$ cat src/rtl/issue_queue_pkg.sv
// Shared types and CDB wakeup helper for the parametrised issue queue.
// Storage types are sized at the package widths; the top zero-extends narrower configs.
package issue_queue_pkg;

   localparam int unsigned IQ_TAG_W  = 6;
   localparam int unsigned IQ_DATA_W = 32;
   localparam int unsigned IQ_CMN_W  = 16;

   typedef struct packed {
      logic [IQ_TAG_W-1:0]  tag;
      logic                 rdy;
      logic [IQ_DATA_W-1:0] data;
   } iq_operand_t;

   typedef struct packed {
      logic                valid;
      logic [IQ_CMN_W-1:0] cmn;
      iq_operand_t         rs1;
      iq_operand_t         rs2;
   } iq_entry_t;

   // An operand that is already ready never re-captures broadcast data.
   function automatic iq_operand_t operand_wakeup(input iq_operand_t          op,
                                                  input logic                 cdb_valid,
                                                  input logic [IQ_TAG_W-1:0]  cdb_tag,
                                                  input logic [IQ_DATA_W-1:0] cdb_data);
      iq_operand_t res;
      res = op;
      if (cdb_valid && !op.rdy && (op.tag == cdb_tag)) begin
         res.rdy  = 1'b1;
         res.data = cdb_data;
      end
      return res;
   endfunction

endpackage

$ cat src/rtl/iq_oldest_ready_sel.sv
// Priority encoder: lowest set index of i_ready plus a found flag.
module iq_oldest_ready_sel #(
   parameter int unsigned DEPTH = 4,
   parameter int unsigned IDX_W = $clog2(DEPTH)
) (
   input  logic [DEPTH-1:0] i_ready,
   output logic [IDX_W-1:0] o_idx,
   output logic             o_found
);

   always_comb begin
      o_found = |i_ready;
      o_idx   = '0;
      // Scan downwards so the lowest (oldest) index wins.
      for (int i = DEPTH - 1; i >= 0; i--) begin
         if (i_ready[i]) o_idx = IDX_W'(i);
      end
   end

endmodule

$ cat src/rtl/issue_queue_param.sv
// Compacting issue queue: CDB wakeup, oldest-ready select, valid/ready issue.
// Optional ISSUE_QUEUE_PERF_EN adds o_occupancy and a saturating o_stall_cnt.
module issue_queue_param
   import issue_queue_pkg::*;
#(
   parameter int unsigned DEPTH  = 4,
   parameter int unsigned TAG_W  = 6,
   parameter int unsigned DATA_W = 32,
   parameter int unsigned CMN_W  = 16
) (
   input  logic              clk,
   input  logic              rst_n,
   input  logic              i_flush,
   input  logic              i_disp_valid,
   output logic              o_disp_ready,
   input  logic [CMN_W-1:0]  i_disp_cmn,
   input  logic [TAG_W-1:0]  i_disp_rs1_tag,
   input  logic [TAG_W-1:0]  i_disp_rs2_tag,
   input  logic              i_disp_rs1_rdy,
   input  logic              i_disp_rs2_rdy,
   input  logic [DATA_W-1:0] i_disp_rs1_data,
   input  logic [DATA_W-1:0] i_disp_rs2_data,
   input  logic              i_cdb_valid,
   input  logic [TAG_W-1:0]  i_cdb_tag,
   input  logic [DATA_W-1:0] i_cdb_data,
   output logic              o_iss_valid,
   input  logic              i_iss_ready,
   output logic [CMN_W-1:0]  o_iss_cmn,
   output logic [DATA_W-1:0] o_iss_rs1_data,
   output logic [DATA_W-1:0] o_iss_rs2_data,
   output logic              o_queue_full
`ifdef ISSUE_QUEUE_PERF_EN
   ,
   output logic [$clog2(DEPTH+1)-1:0] o_occupancy,
   output logic [15:0]                o_stall_cnt
`endif
);

   localparam int unsigned CNT_W = $clog2(DEPTH + 1);
   localparam int unsigned IDX_W = $clog2(DEPTH);

   iq_entry_t              r_entries [DEPTH];
   iq_entry_t              w_woken   [DEPTH];
   iq_entry_t              w_next    [DEPTH];
   iq_entry_t              w_disp_entry;
   logic [CNT_W-1:0]       r_count;
   logic [CNT_W-1:0]       w_count_next;
   logic [CNT_W-1:0]       w_wr_idx;
   logic [DEPTH-1:0]       w_ready;
   logic [IDX_W-1:0]       w_sel_idx;
   logic                   w_found;
   logic                   w_iss_fire;
   logic                   w_disp_fire;
   logic [IQ_TAG_W-1:0]    w_cdb_tag;
   logic [IQ_DATA_W-1:0]   w_cdb_data;

   assign w_cdb_tag  = IQ_TAG_W'(i_cdb_tag);
   assign w_cdb_data = IQ_DATA_W'(i_cdb_data);

   always_comb begin
      for (int i = 0; i < DEPTH; i++) begin
         w_ready[i] = r_entries[i].valid & r_entries[i].rs1.rdy & r_entries[i].rs2.rdy;
      end
   end

   iq_oldest_ready_sel #(
      .DEPTH (DEPTH),
      .IDX_W (IDX_W)
   ) u_sel (
      .i_ready (w_ready),
      .o_idx   (w_sel_idx),
      .o_found (w_found)
   );

   assign o_disp_ready = (r_count < CNT_W'(DEPTH));
   assign o_queue_full = (r_count == CNT_W'(DEPTH));
   assign o_iss_valid  = w_found;
   assign w_iss_fire   = w_found & i_iss_ready;
   assign w_disp_fire  = i_disp_valid & o_disp_ready;
   assign w_wr_idx     = r_count - CNT_W'(w_iss_fire);
   assign w_count_next = r_count + CNT_W'(w_disp_fire) - CNT_W'(w_iss_fire);

   assign o_iss_cmn      = w_found ? CMN_W'(r_entries[w_sel_idx].cmn) : '0;
   assign o_iss_rs1_data = w_found ? DATA_W'(r_entries[w_sel_idx].rs1.data) : '0;
   assign o_iss_rs2_data = w_found ? DATA_W'(r_entries[w_sel_idx].rs2.data) : '0;

   // Incoming entry gets the same CDB treatment so a same-cycle broadcast is not lost.
   always_comb begin
      w_disp_entry       = '0;
      w_disp_entry.valid = 1'b1;
      w_disp_entry.cmn   = IQ_CMN_W'(i_disp_cmn);
      w_disp_entry.rs1   = operand_wakeup('{tag: IQ_TAG_W'(i_disp_rs1_tag), rdy: i_disp_rs1_rdy,
                                            data: IQ_DATA_W'(i_disp_rs1_data)},
                                          i_cdb_valid, w_cdb_tag, w_cdb_data);
      w_disp_entry.rs2   = operand_wakeup('{tag: IQ_TAG_W'(i_disp_rs2_tag), rdy: i_disp_rs2_rdy,
                                            data: IQ_DATA_W'(i_disp_rs2_data)},
                                          i_cdb_valid, w_cdb_tag, w_cdb_data);
   end

   always_comb begin
      for (int i = 0; i < DEPTH; i++) begin
         w_woken[i] = r_entries[i];
         if (r_entries[i].valid) begin
            w_woken[i].rs1 = operand_wakeup(r_entries[i].rs1, i_cdb_valid, w_cdb_tag, w_cdb_data);
            w_woken[i].rs2 = operand_wakeup(r_entries[i].rs2, i_cdb_valid, w_cdb_tag, w_cdb_data);
         end
      end
   end

   // Compaction: on issue everything above the selected slot slides down one, woken state intact.
   always_comb begin
      for (int i = 0; i < DEPTH; i++) w_next[i] = w_woken[i];
      if (w_iss_fire) begin
         for (int i = 0; i < DEPTH - 1; i++) begin
            if (i >= int'(w_sel_idx)) w_next[i] = w_woken[i+1];
         end
         w_next[DEPTH-1] = '0;
      end
      for (int i = 0; i < DEPTH; i++) begin
         if (w_disp_fire && (CNT_W'(i) == w_wr_idx)) w_next[i] = w_disp_entry;
      end
   end

   always_ff @(posedge clk or negedge rst_n) begin
      if (!rst_n) begin
         r_count <= '0;
         for (int i = 0; i < DEPTH; i++) r_entries[i] <= '0;
      end else if (i_flush) begin
         r_count <= '0;
         for (int i = 0; i < DEPTH; i++) r_entries[i] <= '0;
      end else begin
         r_count <= w_count_next;
         for (int i = 0; i < DEPTH; i++) r_entries[i] <= w_next[i];
      end
   end

`ifdef ISSUE_QUEUE_PERF_EN
   logic [15:0] r_stall_cnt;

   // Survives flush on purpose; only reset clears it.
   always_ff @(posedge clk or negedge rst_n) begin
      if (!rst_n) begin
         r_stall_cnt <= '0;
      end else if (i_disp_valid && !o_disp_ready && (r_stall_cnt != 16'hFFFF)) begin
         r_stall_cnt <= r_stall_cnt + 16'd1;
      end
   end

   assign o_occupancy = r_count;
   assign o_stall_cnt = r_stall_cnt;
`endif

endmodule

$ cat config.mk
export PLATFORM = sky130hd
export DESIGN_NAME = issue_queue_param
export DESIGN_NICKNAME = d
export VERILOG_FILES = /design/src/rtl/issue_queue_pkg.sv /design/src/rtl/iq_oldest_ready_sel.sv /design/src/rtl/issue_queue_param.sv
export SDC_FILE = /design/constraint.sdc
export NUM_CORES = 1
export LEC_CHECK = 0
export BUFFER_PORTS_ARGS = -buffer_cell sky130_fd_sc_hd__buf_2
export CAP_MARGIN = 15
export CORE_MARGIN = 2
export CORE_UTILIZATION = 50
export DETAILED_ROUTE_END_ITERATION = 10
export PLACE_DENSITY_LB_ADDON = 0.3
export SETUP_SLACK_MARGIN = 0.2
export SLEW_MARGIN = 20
export SYNTH_ARGS = -nofsm -noshare
export SYNTH_HDL_FRONTEND = slang
export SYNTH_HIERARCHICAL = 1
export SYNTH_SLANG_ARGS = --single-unit
$ cat constraint.sdc
create_clock -name clk -period 4.23 [get_ports clk]
set_input_delay 0.423 -clock clk [delete_from_list [all_inputs] [get_ports clk]]
set_output_delay 0.423 -clock clk [all_outputs]
set_load 0.01 [all_outputs]
==> metrics.txt, run 1 <==
Worst Setup End Kind=register; IO Port Bufs=220; fin. max-slew vios=0; Slew HR=0.228; Post-Place Setup Slack=365 ps; Main synth FF type=dfrtp_1; CP delay by family, top=simple AND/OR/NAND/NOR gates; post-synthesis net count=2387; switching power=3520 uW; Hold WS=137 ps; Final Net Count=2434; Die Wd=220 um; Syn. warnings=6; maximum vdd drop=0.000393 V; total number of vias=21542; CP peak stage delay=760 ps; # clock sinks=383; TritonCTS clock tree=built; #FFs+latches synth=383; Mapped Cells=2244; Core Area=46400 um2; Post-Syn Area=23400 um2; Synth area leaders=dfrtp_1 (41%), mux4_2 (7.7%), o22ai_1 (5.2%); gr ovfl total=0; H-tree lvl count=2; crit path from=r_entries[379]; slew of the pin with the lowest slew margin=1160 ps; Synth Area per Inst=10.4 um2; final setup skew=24.3 ps; routability cong.=0.899; # rows=79; cell internal pwr=7610 uW; GRT Util Overall=0.345; drt pass-1 iters=8; first-pass GRT wire length=128 mm; CP Max Fanout=83; Setup Total Neg Slack=0 ps; power per cell area=425 nW/um2; number of synthesized flops with an enable pin=0; Hold Crit Class=input pin to register; Max Fclk=258 MHz; Worst-path clk slew=60 ps; Starting Density=0.505; CP bufs+invs=2; commonest non-fill, non-tap cell in the layout=dfrtp_1; crit-path cells=and3_1 -> nor2_1 -> nand2_2 -> buf_4 -> nand3b_1 -> nor2_2 -> o21a_2 -> buf_4 -> a221oi_1 -> a221oi_1; most frequent cells in the layout=dfrtp_1 (383), buf_2 (218), o22ai_1 (193), nand2_1 (178), o32ai_1 (129); CTS buffer count=43; number of I/O pins=221; Worst EP required=4680 ps; Die Y=220 um; critical path's slowest cell=buf_4; Flop pwr share=0.416; Yosys cell types=61; Layout area overhead=11.8%; final WL=84.8 mm; largest net degree at the start of global routing=105; status=completed; Final WS setup=361 ps; antenna cells=0; Sw Share=0.316; fin crit share=0.915; sequential area share after synthesis=0.410; Detail Placement HPWL=48.4 mm; final setup violation count=0; post-route ant nets=0; initial antenna violation count=2; Tmin final=3870 ps; share of cells above drive strength 1=0.229; worst skew pair latency=580 ps; clock group share of total power=0.338; Yosys top cell area share=0.410; vias per inst=7.36; total power=11100 uW; Routed WL per cell=29.0 um; reg2reg start=r_entries[379]; static leakage=0.0109 uW; drt first-iter violations=3154; Clock Path Buffers=3; clock root buffer=clkbuf_16; startpoint types=register; max_cap viols=0; vias in the first global route=21559; hold path startpoint=i_disp_cmn[6]; Setup CP Type=register to register; Logic pwr share=0.246; cell taking the most area after synthesis=dfrtp_1; share of synthesized registers carrying an async set or reset=1.00; Worst Path Arrival=4320 ps; unrepaired setup endpoints after global routing=false; final hold violation count=0; DRC violations left=0; DIE AREA=48600 um2
## area by class of cell
class                      count  area, um2
multi-input combinational   1565      12600
sequential                   383       9580
fill                        3948      20200
inverter                      13       48.8
clock inverter                 8       71.3
timing repair buffer         285       1770
clock buffer                  67       1320
tap                          607        759
## metal layers
layer | wire [um] | share of wire | GRT usage | vias up
li1 | - | - | - | 8867
met1 | 31700 | 0.37 | 0.446 | 10767
met2 | 39500 | 0.47 | 0.540 | 1608
met3 | 9910 | 0.12 | 0.0819 | 296
met4 | 3710 | 0.044 | 0.185 | 4
met5 | 19 | 0.00022 | 0 | -
## power by group through the flow
| stage | registers, uW | clock network, uW | logic [uW] |
|---|---|---|---|
| after global placement | 4630 | 0 | 2600 |
| after floorplan | 4550 | 0 | 1960 |
| after detailed placement | 4670 | 0 | 2690 |
| after CTS | 4610 | 3770 | 2700 |
| after global routing | 4690 | 3930 | 2950 |
| final | 4640 | 3760 | 2740 |
## registers in the layout, indices dropped and copies added, names as in the netlist
register and flops:
r_count 3, r_entries 380
## stage by stage
step	utilization	instance area, um2	cells
final	0.565	26200	2928
after global routing	0.565	26200	2928
after CTS	0.564	26100	2927
after detailed placement	0.534	24700	2851
after global placement	0.534	24700	2851
after floorplan	-	23400	2244
## synth_stat cells (16+ instances only)
cell type and instances:
a221oi_1 98, a311oi_1 84, buf_2 108, and2_1 81, clkbuf_1 137, o21ai_1 38, a21oi_1 67, or3_1 34
o22ai_1 193, nand2_1 179, mux2i_4 30, xor2_1 24, o21ai_0 98, mux4_2 80, a22o_1 30, nand2b_1 39
buf_6 16, o32ai_1 129, nor2_1 94, dfrtp_1 383, xnor2_1 38, mux2i_1 98, a221oi_2 30
## logic make-up (layout without fill, tap and decap cells)
family / after synthesis / count (layout) / synth area share
simple gates: 502 / 502 / 0.108
buf+inv: 296 / 373 / 0.0595
mux: 208 / 208 / 0.148
compound gates: 788 / 788 / 0.249
flops: 383 / 383 / 0.410
fa+ha+maj: 5 / 5 / 0.00299
xor+xnor: 62 / 62 / 0.0232
## worst paths after layout
| check | endpoint | slack [ps] | cells past startpoint |
|---|---|---|---|
| setup / recovery | r_entries[334] | 360 | 10 |
| hold / removal | r_entries[84] | 140 | 2 |
| setup reg to reg | r_entries[334] | 360 | 10 |
| hold reg to reg | r_entries[84] | 520 | 1 |
| max in group asynchronous | r_entries[229] | 2640 | 3 |
| min in group asynchronous | r_entries[7] | 490 | 2 |
## repair_timing
| action | CTS | global route |
|---|---|---|
| setup buffers | 0 | 0 |
| resized for setup | 0 | 1 |
| hold endpoints to repair | 52 | 0 |
| setup endpoints to repair | 0 | 33 |
| hold buffers | 1 | 0 |
Note: power is estimated with default switching activity, not from simulation.
==> run 2: changes to the inputs <==
- clock period: 4.23 -> 3.2 ns (I/O delays scaled with it)
==> run 2 against run 1 <==
Net effect: sequential share of layout area fell by 2.2 points; cell count grew 3.4%; sequential power grew 32%; via count up 3.9%; worst hold slack worse by 120 ps; utilization increased by 3.6 points; count of clock-buffer cells in the layout rose by 1; critical path depth shrank 2; cell area is 6.4% higher; largest power group unchanged; critical endpoint is now o_iss_rs1_data[31]; worst setup slack worse by 280 ps; sequential cell count is the same; highest routed layer unchanged; largest cell class unchanged; first-iteration DRC count grew 14%.
==> metrics.txt, run 2 (synthesis gave the netlist of run 1 again) <==
max reg flops=380 (unchanged); first-pass GRT wire length=132 mm (was 128 mm); critical path's slowest cell=mux4_2 (was buf_4); Die Wd=220 um (unchanged); Storage cell area=9580 um2 (unchanged); fin area=27800 um2 (was 26200 um2); Worst EP required=2880 ps (was 4680 ps); Detail Placement HPWL=50.7 mm (was 48.4 mm); Hold Crit Class=input pin to register (unchanged); max_cap viols=0 (unchanged); Final Net Count=2527 (was 2434); routability cong.=0.873 (was 0.899); initial antenna violation count=4 (was 2); H-tree lvl count=2 (unchanged); CP delay by family, top=buffers and inverters (was simple AND/OR/NAND/NOR gates); Final WS setup=81.3 ps (was 361 ps); # clock sinks=383 (unchanged); drt pass-1 iters=8 (unchanged); Worst Path Arrival=2800 ps (was 4320 ps); final setup skew=29.8 ps (was 24.3 ps); power per cell area=558 nW/um2 (was 425 nW/um2); vias in the first global route=21941 (was 21559); static leakage=0.0116 uW (was 0.0109 uW); total number of vias=22384 (was 21542); unrepaired setup endpoints after global routing=true (was false); clock root buffer=clkbuf_16 (unchanged); worst skew pair latency=610 ps (was 580 ps); startpoint types=register (unchanged); share of cells above drive strength 1=0.269 (was 0.229); final hold violation count=0 (unchanged); number of I/O pins=221 (unchanged); Multi-input gate area=12700 um2 (was 12600 um2); Clock Path Buffers=3 (unchanged); CP bufs+invs=3 (was 2); Max Fclk=321 MHz; CP Max Fanout=6 (was 83); Area after DPL=25200 um2 (was 24700 um2); register with the most flip-flops=r_entries (unchanged); Routed WL per cell=29.2 um (was 29.0 um); Worst Setup End Kind=output pin (was register); Setup CP Type=register to output pin (was register to register); vias per inst=7.39 (was 7.36); status=completed (unchanged); IO Port Bufs=220 (unchanged); fin. max-slew vios=0 (unchanged); final core occ=0.600 (was 0.565); DRC violations left=0 (unchanged); largest net degree at the start of global routing=137 (was 105); commonest non-fill, non-tap cell in the layout=dfrtp_1 (unchanged); top flop regs=r_entries: 380 flops, r_count: 3 flops (unchanged); TritonCTS clock tree=built (unchanged); final WL=88.5 mm (was 84.8 mm); Post-Place Setup Slack=132 ps (was 365 ps); CP peak stage delay=530 ps (was 760 ps); crit-path cells=and3_4 -> nand2b_4 -> a21oi_4 -> buf_8 -> clkbuf_16 -> mux4_2 -> and2_1 -> buf_2 (was and3_1 -> nor2_1 -> nand2_2 -> buf_4 -> nand3b_1 -> nor2_2 -> o21a_2 -> buf_4 -> a221oi_1 -> a221oi_1); Fillers=3741 (was 3948); Slew HR=0.411 (was 0.228); final setup violation count=0 (unchanged); slew of the pin with the lowest slew margin=883 ps (was 1160 ps); post-route ant nets=0 (unchanged); CTS buffer count=44 (was 43); Die Y=220 um (unchanged); fin crit share=0.975; Core Area=46400 um2 (unchanged); GRT Util Overall=0.355 (was 0.345); Layout area overhead=18.9% (was 11.8%); drt first-iter violations=3598 (was 3154); DIE AREA=48600 um2 (unchanged); most frequent cells in the layout=dfrtp_1 (383), buf_2 (195), o22ai_1 (193), nand2_1 (177), o32ai_1 (129) (was dfrtp_1 (383), buf_2 (218), o22ai_1 (193), nand2_1 (178), o32ai_1 (129)); Tmin final=3120 ps; Setup Total Neg Slack=0 ps (unchanged); # rows=79 (unchanged); total power=15500 uW (was 11100 uW); Starting Density=0.505 (unchanged); gr ovfl total=0 (unchanged); Worst-path clk slew=60 ps (about the same); maximum vdd drop=0.000409 V (was 0.000393 V)
[run 2: changes by cell type in the layout (fill, tap and decap cells not counted), moves of 4 or more]
cell,change
buf_16,+9
buf_12,+19
and2_4,+25
buf_4,+34
clkbuf_16,+8
and2_1,-27
dlygate4sd3_1,+11
buf_6,+33
and3_4,+4
buf_2,-23
[run 2: metrics by stage]
step	std cells	hold WS, ps
after detailed placement	2893	426
after global routing	3027	30.8
final	3028	20.2
after CTS	3006	2.21
after floorplan	2244	24.4
after global placement	2893	423
[run 2: report_power, final]
part | internal [uW] | switching [uW] | total [uW]
Clock | 3130 | 2200 | 5330
Sequential | 5590 | 544 | 6130
Combinational | 1900 | 2190 | 4080
[run 2: area by class of cell]
type	count	area share
flip-flops and latches	383	0.344
well taps	607	0.0273
clock inverters	14	0.00643
diodes	1	0.0000899
repair buffers	377	0.116
inverters	13	0.00175
clock buffers	68	0.0479
multi-input cells	1565	0.456
[run 2: final timing paths]
check | to | start | slack, ps | depth (start not counted)
max reg2reg | r_entries[298] | r_entries[127] | 260 | 12
min | r_entries[83] | i_disp_cmn[5] | 20 | 2
max in group asynchronous | r_entries[173] | rst_n | 1800 | 3
min reg2reg | r_entries[91] | r_entries[91] | 530 | 1
min in group asynchronous | r_entries[7] | rst_n | 320 | 2
max | o_iss_rs1_data[31] | r_entries[94] | 80 | 8
[run 2: repair_timing]
item | CTS | global route
pin swaps | 5 | 13
resized for setup | 43 | 52
hold endpoints to repair | 97 | 0
setup endpoints to repair | 136 | 271
setup buffers | 11 | 14
gates cloned | 8 | 7
hold buffers | 12 | 0
[run 2: metal layers]
| metal | vias to the layer above | wire length, um | global-route usage |
|---|---|---|---|
| met2 | 1809 | 40600 | 0.551 |
| met5 | - | 11 | 0 |
| met3 | 358 | 10300 | 0.0729 |
| met4 | 2 | 4340 | 0.180 |
| li1 | 9050 | - | - |
| met1 | 11165 | 33200 | 0.475 |
